[config.mk]
export PLATFORM = sky130hd
export DESIGN_NAME = wb_regfile_flat
export DESIGN_NICKNAME = d
export VERILOG_FILES = /design/src/rtl/cpu_pkg.sv /design/src/rtl/wb_regfile_if.sv /design/src/rtl/regfile_core.sv /design/src/rtl/wb_regfile.sv /design/src/flat_wrapper.sv
export SDC_FILE = /design/constraint.sdc
export NUM_CORES = 1
export LEC_CHECK = 0
export CAP_MARGIN = 20
export CELL_PAD_IN_SITES_DETAIL_PLACEMENT = 0
export CELL_PAD_IN_SITES_GLOBAL_PLACEMENT = 1
export CORE_MARGIN = 10
export CORE_UTILIZATION = 38
export DETAILED_ROUTE_END_ITERATION = 6
export PLACE_DENSITY_LB_ADDON = 0.1
export REMOVE_ABC_BUFFERS = 1
export SLEW_MARGIN = 20
export SYNTH_ARGS = -nofsm -noshare
export SYNTH_HDL_FRONTEND = slang
export SYNTH_SLANG_ARGS = --single-unit
[constraint.sdc]
create_clock -name clk_i -period 2.1 [get_ports clk_i]
set_input_delay 0.42 -clock clk_i [delete_from_list [all_inputs] [get_ports clk_i]]
set_output_delay 0.42 -clock clk_i [all_outputs]
set_load 0.01 [all_outputs]
[src/rtl/cpu_pkg.sv]
// Shared CPU datapath constants: default register-file geometry and
// the writeback source encoding used by the EM/WB stage.
package cpu_pkg;

    localparam int unsigned DATA_W   = 8;
    localparam int unsigned ADDR_W   = 3;
    localparam int unsigned NUM_REGS = 8;

    typedef enum logic {
        WDC_ALU = 1'b0,
        WDC_MEM = 1'b1
    } wdc_e;

endpackage

[src/rtl/wb_regfile_if.sv]
// Writeback / register-read bundle between the pipeline and wb_regfile.
// The slave side is the register file; the master side is the pipeline.
interface wb_regfile_if #(
    parameter int unsigned DATA_W = cpu_pkg::DATA_W,
    parameter int unsigned ADDR_W = cpu_pkg::ADDR_W
);

    logic              regwrite_i;
    logic              write_data_control_i;
    logic [DATA_W-1:0] alu_result_i;
    logic [DATA_W-1:0] q_i;
    logic [ADDR_W-1:0] write_addr_i;
    logic [ADDR_W-1:0] rs_addr_i;
    logic [ADDR_W-1:0] rt_addr_i;
    logic [DATA_W-1:0] rs_data_o;
    logic [DATA_W-1:0] rt_data_o;
    logic [DATA_W-1:0] wb_data_o;
    logic              hist_valid_o;
    logic [ADDR_W-1:0] hist_addr_o;
    logic [DATA_W-1:0] hist_data_o;

    modport slave (
        input  regwrite_i, write_data_control_i, alu_result_i, q_i,
               write_addr_i, rs_addr_i, rt_addr_i,
        output rs_data_o, rt_data_o, wb_data_o,
               hist_valid_o, hist_addr_o, hist_data_o
    );

    modport master (
        output regwrite_i, write_data_control_i, alu_result_i, q_i,
               write_addr_i, rs_addr_i, rt_addr_i,
        input  rs_data_o, rt_data_o, wb_data_o,
               hist_valid_o, hist_addr_o, hist_data_o
    );

endinterface

[src/rtl/regfile_core.sv]
// Register array: one synchronous write port, two raw asynchronous read
// ports, asynchronous active-low clear of every entry.
module regfile_core #(
    parameter int unsigned DATA_W   = cpu_pkg::DATA_W,
    parameter int unsigned ADDR_W   = cpu_pkg::ADDR_W,
    parameter int unsigned NUM_REGS = cpu_pkg::NUM_REGS
) (
    input  logic              clk,
    input  logic              rst_n,
    input  logic              we,
    input  logic [ADDR_W-1:0] waddr,
    input  logic [DATA_W-1:0] wdata,
    input  logic [ADDR_W-1:0] raddr_a,
    input  logic [ADDR_W-1:0] raddr_b,
    output logic [DATA_W-1:0] rdata_a,
    output logic [DATA_W-1:0] rdata_b
);

    logic [DATA_W-1:0] regs [NUM_REGS];

    always_ff @(posedge clk or negedge rst_n) begin
        if (!rst_n) begin
            for (int unsigned i = 0; i < NUM_REGS; i++) begin
                regs[i] <= '0;
            end
        end else if (we) begin
            regs[waddr] <= wdata;
        end
    end

    assign rdata_a = regs[raddr_a];
    assign rdata_b = regs[raddr_b];

endmodule

[src/rtl/wb_regfile.sv]
// Register file with writeback source mux, write-first read bypass and a
// one-entry history of the last committed write.
module wb_regfile #(
    parameter int unsigned DATA_W   = cpu_pkg::DATA_W,
    parameter int unsigned ADDR_W   = cpu_pkg::ADDR_W,
    parameter int unsigned NUM_REGS = cpu_pkg::NUM_REGS,
    parameter int unsigned R0_ZERO  = 1
) (
    input  logic         clk_i,
    input  logic         rst_n_i,
    wb_regfile_if.slave  bus
);

    import cpu_pkg::*;

    logic              r0_hard;
    logic              commit;
    logic [DATA_W-1:0] wb_data;
    logic [DATA_W-1:0] raw_rs;
    logic [DATA_W-1:0] raw_rt;
    logic [DATA_W-1:0] rs_data;
    logic [DATA_W-1:0] rt_data;

    assign r0_hard = (R0_ZERO != 0);

    always_comb begin
        wb_data = (bus.write_data_control_i == WDC_MEM) ? bus.q_i : bus.alu_result_i;
        commit  = rst_n_i && bus.regwrite_i
                  && !(r0_hard && (bus.write_addr_i == '0));
    end

    regfile_core #(
        .DATA_W   (DATA_W),
        .ADDR_W   (ADDR_W),
        .NUM_REGS (NUM_REGS)
    ) u_core (
        .clk     (clk_i),
        .rst_n   (rst_n_i),
        .we      (commit),
        .waddr   (bus.write_addr_i),
        .wdata   (wb_data),
        .raddr_a (bus.rs_addr_i),
        .raddr_b (bus.rt_addr_i),
        .rdata_a (raw_rs),
        .rdata_b (raw_rt)
    );

    // Bypass keys off commit, so reset and hardwired r0 suppress it for free.
    always_comb begin
        rs_data = '0;
        rt_data = '0;
        if (rst_n_i && !(r0_hard && (bus.rs_addr_i == '0))) begin
            rs_data = (commit && (bus.rs_addr_i == bus.write_addr_i)) ? wb_data : raw_rs;
        end
        if (rst_n_i && !(r0_hard && (bus.rt_addr_i == '0))) begin
            rt_data = (commit && (bus.rt_addr_i == bus.write_addr_i)) ? wb_data : raw_rt;
        end
    end

    assign bus.rs_data_o = rs_data;
    assign bus.rt_data_o = rt_data;
    assign bus.wb_data_o = wb_data;

    always_ff @(posedge clk_i or negedge rst_n_i) begin
        if (!rst_n_i) begin
            bus.hist_valid_o <= 1'b0;
            bus.hist_addr_o  <= '0;
            bus.hist_data_o  <= '0;
        end else begin
            bus.hist_valid_o <= commit;
            if (commit) begin
                bus.hist_addr_o <= bus.write_addr_i;
                bus.hist_data_o <= wb_data;
            end
        end
    end

endmodule
[src/flat_wrapper.sv]
// flat-port wrapper written by rule: the top's interface ports become plain ports
module wb_regfile_flat import cpu_pkg::*;
#(
    parameter int unsigned DATA_W   = cpu_pkg::DATA_W,
    parameter int unsigned ADDR_W   = cpu_pkg::ADDR_W,
    parameter int unsigned NUM_REGS = cpu_pkg::NUM_REGS,
    parameter int unsigned R0_ZERO  = 1
)
  (clk_i, rst_n_i, bus_regwrite_i, bus_write_data_control_i, bus_alu_result_i, bus_q_i, bus_write_addr_i, bus_rs_addr_i, bus_rt_addr_i, bus_rs_data_o, bus_rt_data_o, bus_wb_data_o, bus_hist_valid_o, bus_hist_addr_o, bus_hist_data_o);
  wb_regfile_if #(.DATA_W(DATA_W), .ADDR_W(ADDR_W)) bus_i ();
  input  logic clk_i;
  input  logic rst_n_i;
  input wire logic [$bits(bus_i.regwrite_i)-1:0] bus_regwrite_i;
  input wire logic [$bits(bus_i.write_data_control_i)-1:0] bus_write_data_control_i;
  input wire logic [$bits(bus_i.alu_result_i)-1:0] bus_alu_result_i;
  input wire logic [$bits(bus_i.q_i)-1:0] bus_q_i;
  input wire logic [$bits(bus_i.write_addr_i)-1:0] bus_write_addr_i;
  input wire logic [$bits(bus_i.rs_addr_i)-1:0] bus_rs_addr_i;
  input wire logic [$bits(bus_i.rt_addr_i)-1:0] bus_rt_addr_i;
  output wire logic [$bits(bus_i.rs_data_o)-1:0] bus_rs_data_o;
  output wire logic [$bits(bus_i.rt_data_o)-1:0] bus_rt_data_o;
  output wire logic [$bits(bus_i.wb_data_o)-1:0] bus_wb_data_o;
  output wire logic [$bits(bus_i.hist_valid_o)-1:0] bus_hist_valid_o;
  output wire logic [$bits(bus_i.hist_addr_o)-1:0] bus_hist_addr_o;
  output wire logic [$bits(bus_i.hist_data_o)-1:0] bus_hist_data_o;
  assign bus_i.regwrite_i = bus_regwrite_i;
  assign bus_i.write_data_control_i = bus_write_data_control_i;
  assign bus_i.alu_result_i = bus_alu_result_i;
  assign bus_i.q_i = bus_q_i;
  assign bus_i.write_addr_i = bus_write_addr_i;
  assign bus_i.rs_addr_i = bus_rs_addr_i;
  assign bus_i.rt_addr_i = bus_rt_addr_i;
  assign bus_rs_data_o = bus_i.rs_data_o;
  assign bus_rt_data_o = bus_i.rt_data_o;
  assign bus_wb_data_o = bus_i.wb_data_o;
  assign bus_hist_valid_o = bus_i.hist_valid_o;
  assign bus_hist_addr_o = bus_i.hist_addr_o;
  assign bus_hist_data_o = bus_i.hist_data_o;
  wb_regfile #(.DATA_W(DATA_W), .ADDR_W(ADDR_W), .NUM_REGS(NUM_REGS), .R0_ZERO(R0_ZERO)) u_core (.clk_i(clk_i), .rst_n_i(rst_n_i), .bus(bus_i));
endmodule
==> out/qor.yml, run 1 <==
outcome:
  outcome: "finished with violations"
  violations: "setup timing"
route:
  initialDrtViolationCount: 154
  vias: 3355
  wl_met2_um: 6730
  wl_met1_um: 5540
  drcViolationCount: 0
  antenna_left: 0
  met3_length_um: 489
  wl_per_cell_um: 20.7
  viasPerCell: 5.33
  highest-signal-layer: "met4"
  first_pass_iters: 4
  wl_um: 13000
cells_and_area:
  multi_input_area_sq_um: 2220
  area_growth_pct: 49.1
  nFillCells: 900
  drive_gt1_share_pct: 42.3
  regArea_sq_um: 1900
  final_nets: 518
  diodes: 0
yosys:
  synthFlopType: "dfrtp_1"
  ys_ff_latch: 76
  synth.most_common_cell: "dfrtp_1"
  syn_area_per_cell_sq_um: 11.0
  yosysWarningCount: 0
  syn_area_sq_um: 4070
  synth_common_cells: "76 x dfrtp_1, 51 x nor2_1, 48 x a21oi_1, 32 x a211oi_1, 32 x mux4_2"
  synth_edf_count: 0
  yosys.area.top_type_share_pct: 46.8
  yosys.area.top_type: "dfrtp_1"
  yosysUniqueCellTypes: 23
  async_reset_ff_share_pct: 100
  yosysSeqAreaShare_pct: 46.8
  synth.area.top_cells: "dfrtp_1 47%, mux4_2 18%, a21oi_1 5.9%"
  synthCells: 371
power:
  ir_worst_vdd_v: 0.000523
  power_density_nw_per_um2: 833
  switching_share_pct: 28.1
  switching_power_w: 0.00142
  combPwrFrac_pct: 28.2
  clkPwrFrac_pct: 32.7
  seqPwrFrac_pct: 39.1
  p_leak_nw: 2.58
  p_int_w: 0.00363
setup_path:
  cp.buffers_inverters: 1
  crit_chain: "mux4_2 -> nor2b_1 -> a211oi_2 -> a211oi_2 -> buf_2"
  worstSetupStartpointType: "register"
  crit_path_end_kind: "primary output"
  crit_type: "register to primary output"
  crit_top_cell: "a211oi_2"
  cp_top_family: "multiplexers"
  critPathMaxFanout: 3
  cp_data_arrival_time_ps: 1880
  critPathSlowestCell: "mux4_2"
  max_stage_delay_ps: 490
  critPathRequiredTime_ps: 1680
timing:
  relSlewSlack_pct: 44.1
  hold_ws_ps: 43.6
  hold_violations: 0
  fin_ws_ps: -199
  fmax_mhz: 435
  finClkSkew_ps: 0
  setup_viol: 16
  finalCritPeriodShare_pct: 109
  rsz0062_at_grt: "yes"
  post-route-min-period_ps: 2300
  finalMaxSlewViolations: 0
  worst_slew_pin_slew_ps: 836
clocking:
  clockBufferDepth: 2
  cts-htree-levels: 3
  clkTransAtPathRegs_ps: 90
  cts_num_sinks: 76
  cts_tree: "built"
  insertion_delay_ps: 350
  cts-root-buf: "clkbuf_8"
  cts_hold_buf: 0
  cts_buffers: 9
floorplanning:
  io_pins: 65
  start_util_pct: 39.2
  coreArea_sq_um: 10400
  die_area_sq_um: 15200
  die_width_um: 123
  row_count: 37
  die_height_um: 123
placed_design:
  pre_cts_ws_ps: -1100
  hpwl_um: 8650
  io_buffers: 64
  routabilityCongestion: 0.843
global_routing:
  grt.total_usage_pct: 17.8
  grt.overflow.total: 0
  grt_pass1_vias: 3519
  grt_first_pass_wirelength_um: 20300
  antenna_found_initial: 0
  grt_max_degree: 39
run:
  drv_cap: 0
min_path:
  min_path_type: "input port to async pin"
## layout make-up
type	count	share of cell area, %
Clock buffer	10	2.27
Inverter	9	0.557
Tap cell	136	2.81
Multi-Input combinational cell	242	36.7
Sequential cell	76	31.4
Timing Repair Buffer	151	23.7
Clock inverter	6	2.62
## sequential cells by signal (all words and copies together) (netlist names)
name,count
u_core.bus.hist_addr_o,3
u_core.bus.hist_data_o,8
u_core.bus.hist_valid_o,1
u_core.u_core.regs,64
## path summary, 6_finish.rpt
path	from	endpoint	slack (ps)	depth (start not counted)
max in group asynchronous	rst_n_i	u_core.u_core.regs[48]	860	4
min reg2reg	u_core.u_core.regs[59]	u_core.u_core.regs[59]	400	0
max reg2reg	u_core.bus.hist_addr_o[1]	u_core.bus.hist_addr_o[1]	1340	1
min	rst_n_i	u_core.u_core.regs[36]	40	2
min in group clk_i	u_core.u_core.regs[59]	u_core.u_core.regs[59]	400	0
max	u_core.u_core.regs[33]	bus_rs_data_o[1]	-200	5
## cell usage in the layout (no fill, tap or decap), types with 3 or more instances in the layout
master	instances
a21oi_1	48
dfrtp_1	76
a211oi_1	4
mux2i_1	3
inv_1	9
o21ai_0	16
buf_8	3
nor3_4	3
mux4_2	32
mux2i_4	4
a211oi_2	27
buf_2	19
bufinv_16	5
nor2_1	51
clkbuf_8	10
clkdlybuf4s50_1	28
nand2_1	19
buf_12	11
xor2_2	3
buf_6	14
nor2b_1	15
buf_4	62
dlygate4sd2_1	8
## cell families (layout without fill, tap and decap cells)
group | after synthesis | count (layout) | share of synthesized area (%)
AOI/OAI and AO/OA | 99 | 99 | 14.8
xor gates and xnor gates | 6 | 6 | 1.29
buffers and inverters | 53 | 176 | 5.57
DFF | 76 | 76 | 46.8
muxes | 42 | 42 | 20.3
and+or+nand+nor | 95 | 95 | 11.3
## repair_timing
item,CTS,global route
buffers inserted,21,8
setup endpoints to repair,46,19
cloned,3,0
gates resized for setup,183,22
pin swaps,21,19
## power groups by stage
stage	logic [W]	registers, W	clock network [W]
floorplan	0.000710	0.00195	0
global placement	0.00126	0.00198	0
detailed placement	0.00129	0.00200	0
CTS	0.00140	0.00197	0.00167
global route	0.00156	0.00201	0.00173
finish	0.00143	0.00197	0.00165
## per-layer routing
metal | vias up | GRT usage (%)
met1 | 1691 | 22.1
met5 | - | 0
li1 | 1564 | -
met4 | 0 | 6.48
met3 | 20 | 2.83
met2 | 80 | 30.6
## through the flow
step,instances,power [W],utilization [%],TNS (ps),cell area (sq um)
detailed placement,583,0.00328,50.5,-34330,5230
floorplan,327,0.00266,-,-2010,3870
global placement,583,0.00324,50.3,-38160,5210
global route,630,0.00530,58.4,-3190,6060
CTS,623,0.00503,57.2,-3150,5940
finish,630,0.00505,58.4,-2180,6060
Note: power is estimated with default switching activity, not from simulation.
==> run 2, diff against run 1 <==
==> constraint.sdc (replaced) <==
create_clock -name clk_i -period 2.1 [get_ports clk_i]
set_input_delay 0.42 -clock clk_i [delete_from_list [all_inputs] [get_ports clk_i]]
set_output_delay 0.42 -clock clk_i [all_outputs]
set_load 0.1 [all_outputs]
==> out/qor.yml, run 2 (synthesis results as in run 1) <==
cells_and_area:
  drive_gt1_share_pct: 49.0  # was 42.3%
  nFillCells: 851  # was 900
  final_nets: 531  # was 518
  area_growth_pct: 62.3  # was 49.1%
  final_util_pct: 63.6  # was 58.4%
  layout_commonest_cell: "buf_4"  # was dfrtp_1
  regMostFlops: "u_core.u_core.regs"  # unchanged
  final_cell_mix: "82 x buf_4, 76 x dfrtp_1, 51 x nor2_1, 48 x a21oi_1, 39 x buf_12"  # was 76 x dfrtp_1, 62 x buf_4, 51 x nor2_1, 48 x a21oi_1, 32 x mux4_2
  diodes: 0  # unchanged
  largest_register_ffs: 64  # unchanged
  reg_top3: "u_core.u_core.regs: 64 flops, u_core.bus.hist_data_o: 8 flops, u_core.bus.hist_addr_o: 3 flops"  # unchanged
clocking:
  clockBufferDepth: 2  # unchanged
  insertion_delay_ps: 350  # about the same
  clkTransAtPathRegs_ps: 80  # was 90 ps
  cts-root-buf: "clkbuf_8"  # unchanged
  cts_buffers: 9  # unchanged
  cts_num_sinks: 76  # unchanged
  cts-htree-levels: 3  # unchanged
  cts_tree: "built"  # unchanged
  cts_hold_buf: 0  # unchanged
floorplanning:
  coreArea_sq_um: 10400  # unchanged
  die_area_sq_um: 15200  # unchanged
  start_util_pct: 39.2  # unchanged
  die_width_um: 123  # unchanged
  row_count: 37  # unchanged
  io_pins: 65  # unchanged
  die_height_um: 123  # unchanged
min_path:
  min_path_type: "input port to async pin"  # unchanged
outcome:
  violations: "setup timing"  # unchanged
  outcome: "finished with violations"  # unchanged
placed_design:
  routabilityCongestion: 0.771  # was 0.843
  io_buffers: 64  # unchanged
  hpwl_um: 8600  # was 8650 um
setup_path:
  critPathMaxFanout: 7  # was 3
  crit_path_end_kind: "primary output"  # unchanged
  crit_type: "input port to primary output"  # was register to primary output
  crit_chain: "buf_12 -> buf_16 -> xor2_4 -> nor4_4 -> buf_12 -> a211oi_2 -> a211oi_2 -> buf_4 -> buf_12"  # was mux4_2 -> nor2b_1 -> a211oi_2 -> a211oi_2 -> buf_2
  max_stage_delay_ps: 360  # was 490 ps
  critPathRequiredTime_ps: 1680  # about the same
  worstSetupStartpointType: "input port"  # was register
  crit_top_cell: "buf_12"  # was a211oi_2
  critPathSlowestCell: "nor4_4"  # was mux4_2
  cp_data_arrival_time_ps: 2010  # was 1880 ps
global_routing:
  grt.total_usage_pct: 18.4  # was 17.8%
  grt.overflow.total: 0  # unchanged
  antenna_found_initial: 0  # unchanged
  grt_pass1_vias: 3599  # was 3519
  grt_max_degree: 59  # was 39
  grt_first_pass_wirelength_um: 20700  # was 20300 um
route:
  wl_met2_um: 7100  # was 6730 um
  wl_met1_um: 5380  # was 5540 um
  wl_um: 13600  # was 13000 um
  viasPerCell: 5.28  # was 5.33
  vias: 3390  # was 3355
  wl_per_cell_um: 21.2  # was 20.7 um
  antenna_left: 0  # unchanged
  first_pass_iters: 4  # unchanged
  met3_length_um: 672  # was 489 um
  drcViolationCount: 0  # unchanged
  initialDrtViolationCount: 202  # was 154
  highest-signal-layer: "met4"  # unchanged
timing:
  setup_tns_ps: -4590  # was -2180 ps
  rsz0062_at_grt: "yes"  # unchanged
  fin_ws_ps: -330  # was -199 ps
  worst_slew_pin_slew_ps: 774  # was 836 ps
  post-route-min-period_ps: 2430  # was 2300 ps
  finalMaxSlewViolations: 0  # unchanged
  setup_viol: 16  # unchanged
  relSlewSlack_pct: 48.4  # was 44.1%
  finalCritPeriodShare_pct: 116  # was 109%
  fmax_mhz: 411  # was 435 MHz
  hold_violations: 0  # unchanged
  finClkSkew_ps: 0  # unchanged
power:
  power_density_nw_per_um2: 855  # was 833 nW/um^2
  ir_worst_vdd_v: 0.000567  # was 0.000523 V
  p_leak_nw: 2.77  # was 2.58 nW
run:
  drv_cap: 0  # unchanged
run 2: final timing paths:
| path | startpoint | to | slack, ps | depth (start not counted) |
|---|---|---|---|---|
| min reg2reg | u_core.u_core.regs[59] | u_core.u_core.regs[59] | 400 | 0 |
| min | rst_n_i | u_core.u_core.regs[34] | 80 | 2 |
| max | bus_rt_addr_i[0] | bus_rt_data_o[3] | -330 | 9 |
| min in group clk_i | u_core.u_core.regs[59] | u_core.u_core.regs[59] | 400 | 0 |
| max reg2reg | u_core.u_core.regs[33] | u_core.u_core.regs[33] | 1280 | 3 |
| max in group asynchronous | rst_n_i | u_core.u_core.regs[21] | 930 | 3 |
run 2: per-layer routing:
| layer | up-vias | track usage, % |
|---|---|---|
| met3 | 30 | 3.87 |
| li1 | 1579 | - |
| met4 | 0 | 8.66 |
| met5 | - | 0 |
| met1 | 1695 | 22.5 |
| met2 | 86 | 30.7 |
run 2: metrics by stage:
step | setup WS [ps] | total power (W) | area (sq um) | std cells | hold WS, ps
CTS | -311 | 0.00557 | 6400 | 635 | 85.0
global route | -383 | 0.00589 | 6600 | 642 | 99.9
finish | -330 | 0.00564 | 6600 | 642 | 84.2
detailed placement | -835 | 0.00407 | 5590 | 598 | 383
floorplan | -2040 | 0.00325 | 3870 | 327 | 124
global placement | -781 | 0.00402 | 5580 | 597 | 379
run 2: final cells by class:
type | count | area (sq um) | share of cell area, %
Timing Repair Buffer | 164 | 1950 | 29.5
Sequential cell | 76 | 1900 | 28.8
Clock buffer | 12 | 165 | 2.50
Tap cell | 136 | 170 | 2.58
Inverter | 9 | 33.8 | 0.512
Clock inverter | 3 | 68.8 | 1.04
Multi-Input combinational cell | 242 | 2310 | 35.0
run 2: timing repair:
action	4_1_cts	5_1_grt
endpoints found under the setup margin	32	16
buffers inserted	19	11
pin swaps	27	14
gates resized for setup	113	30
cloned	4	0
run 2: critical path, delay by kind of cell:
kind,cells,cell delay [ps]
AO/OA/AOI/OAI,2,280
XOR/XNOR,1,180
buffers and inverters,5,750
AND/OR/NAND/NOR,1,360
run 2: power by group:
part | internal [W] | switching (W)
clock network | 0.000763 | 0.000548
registers | 0.00176 | 0.000235
logic | 0.00103 | 0.00130
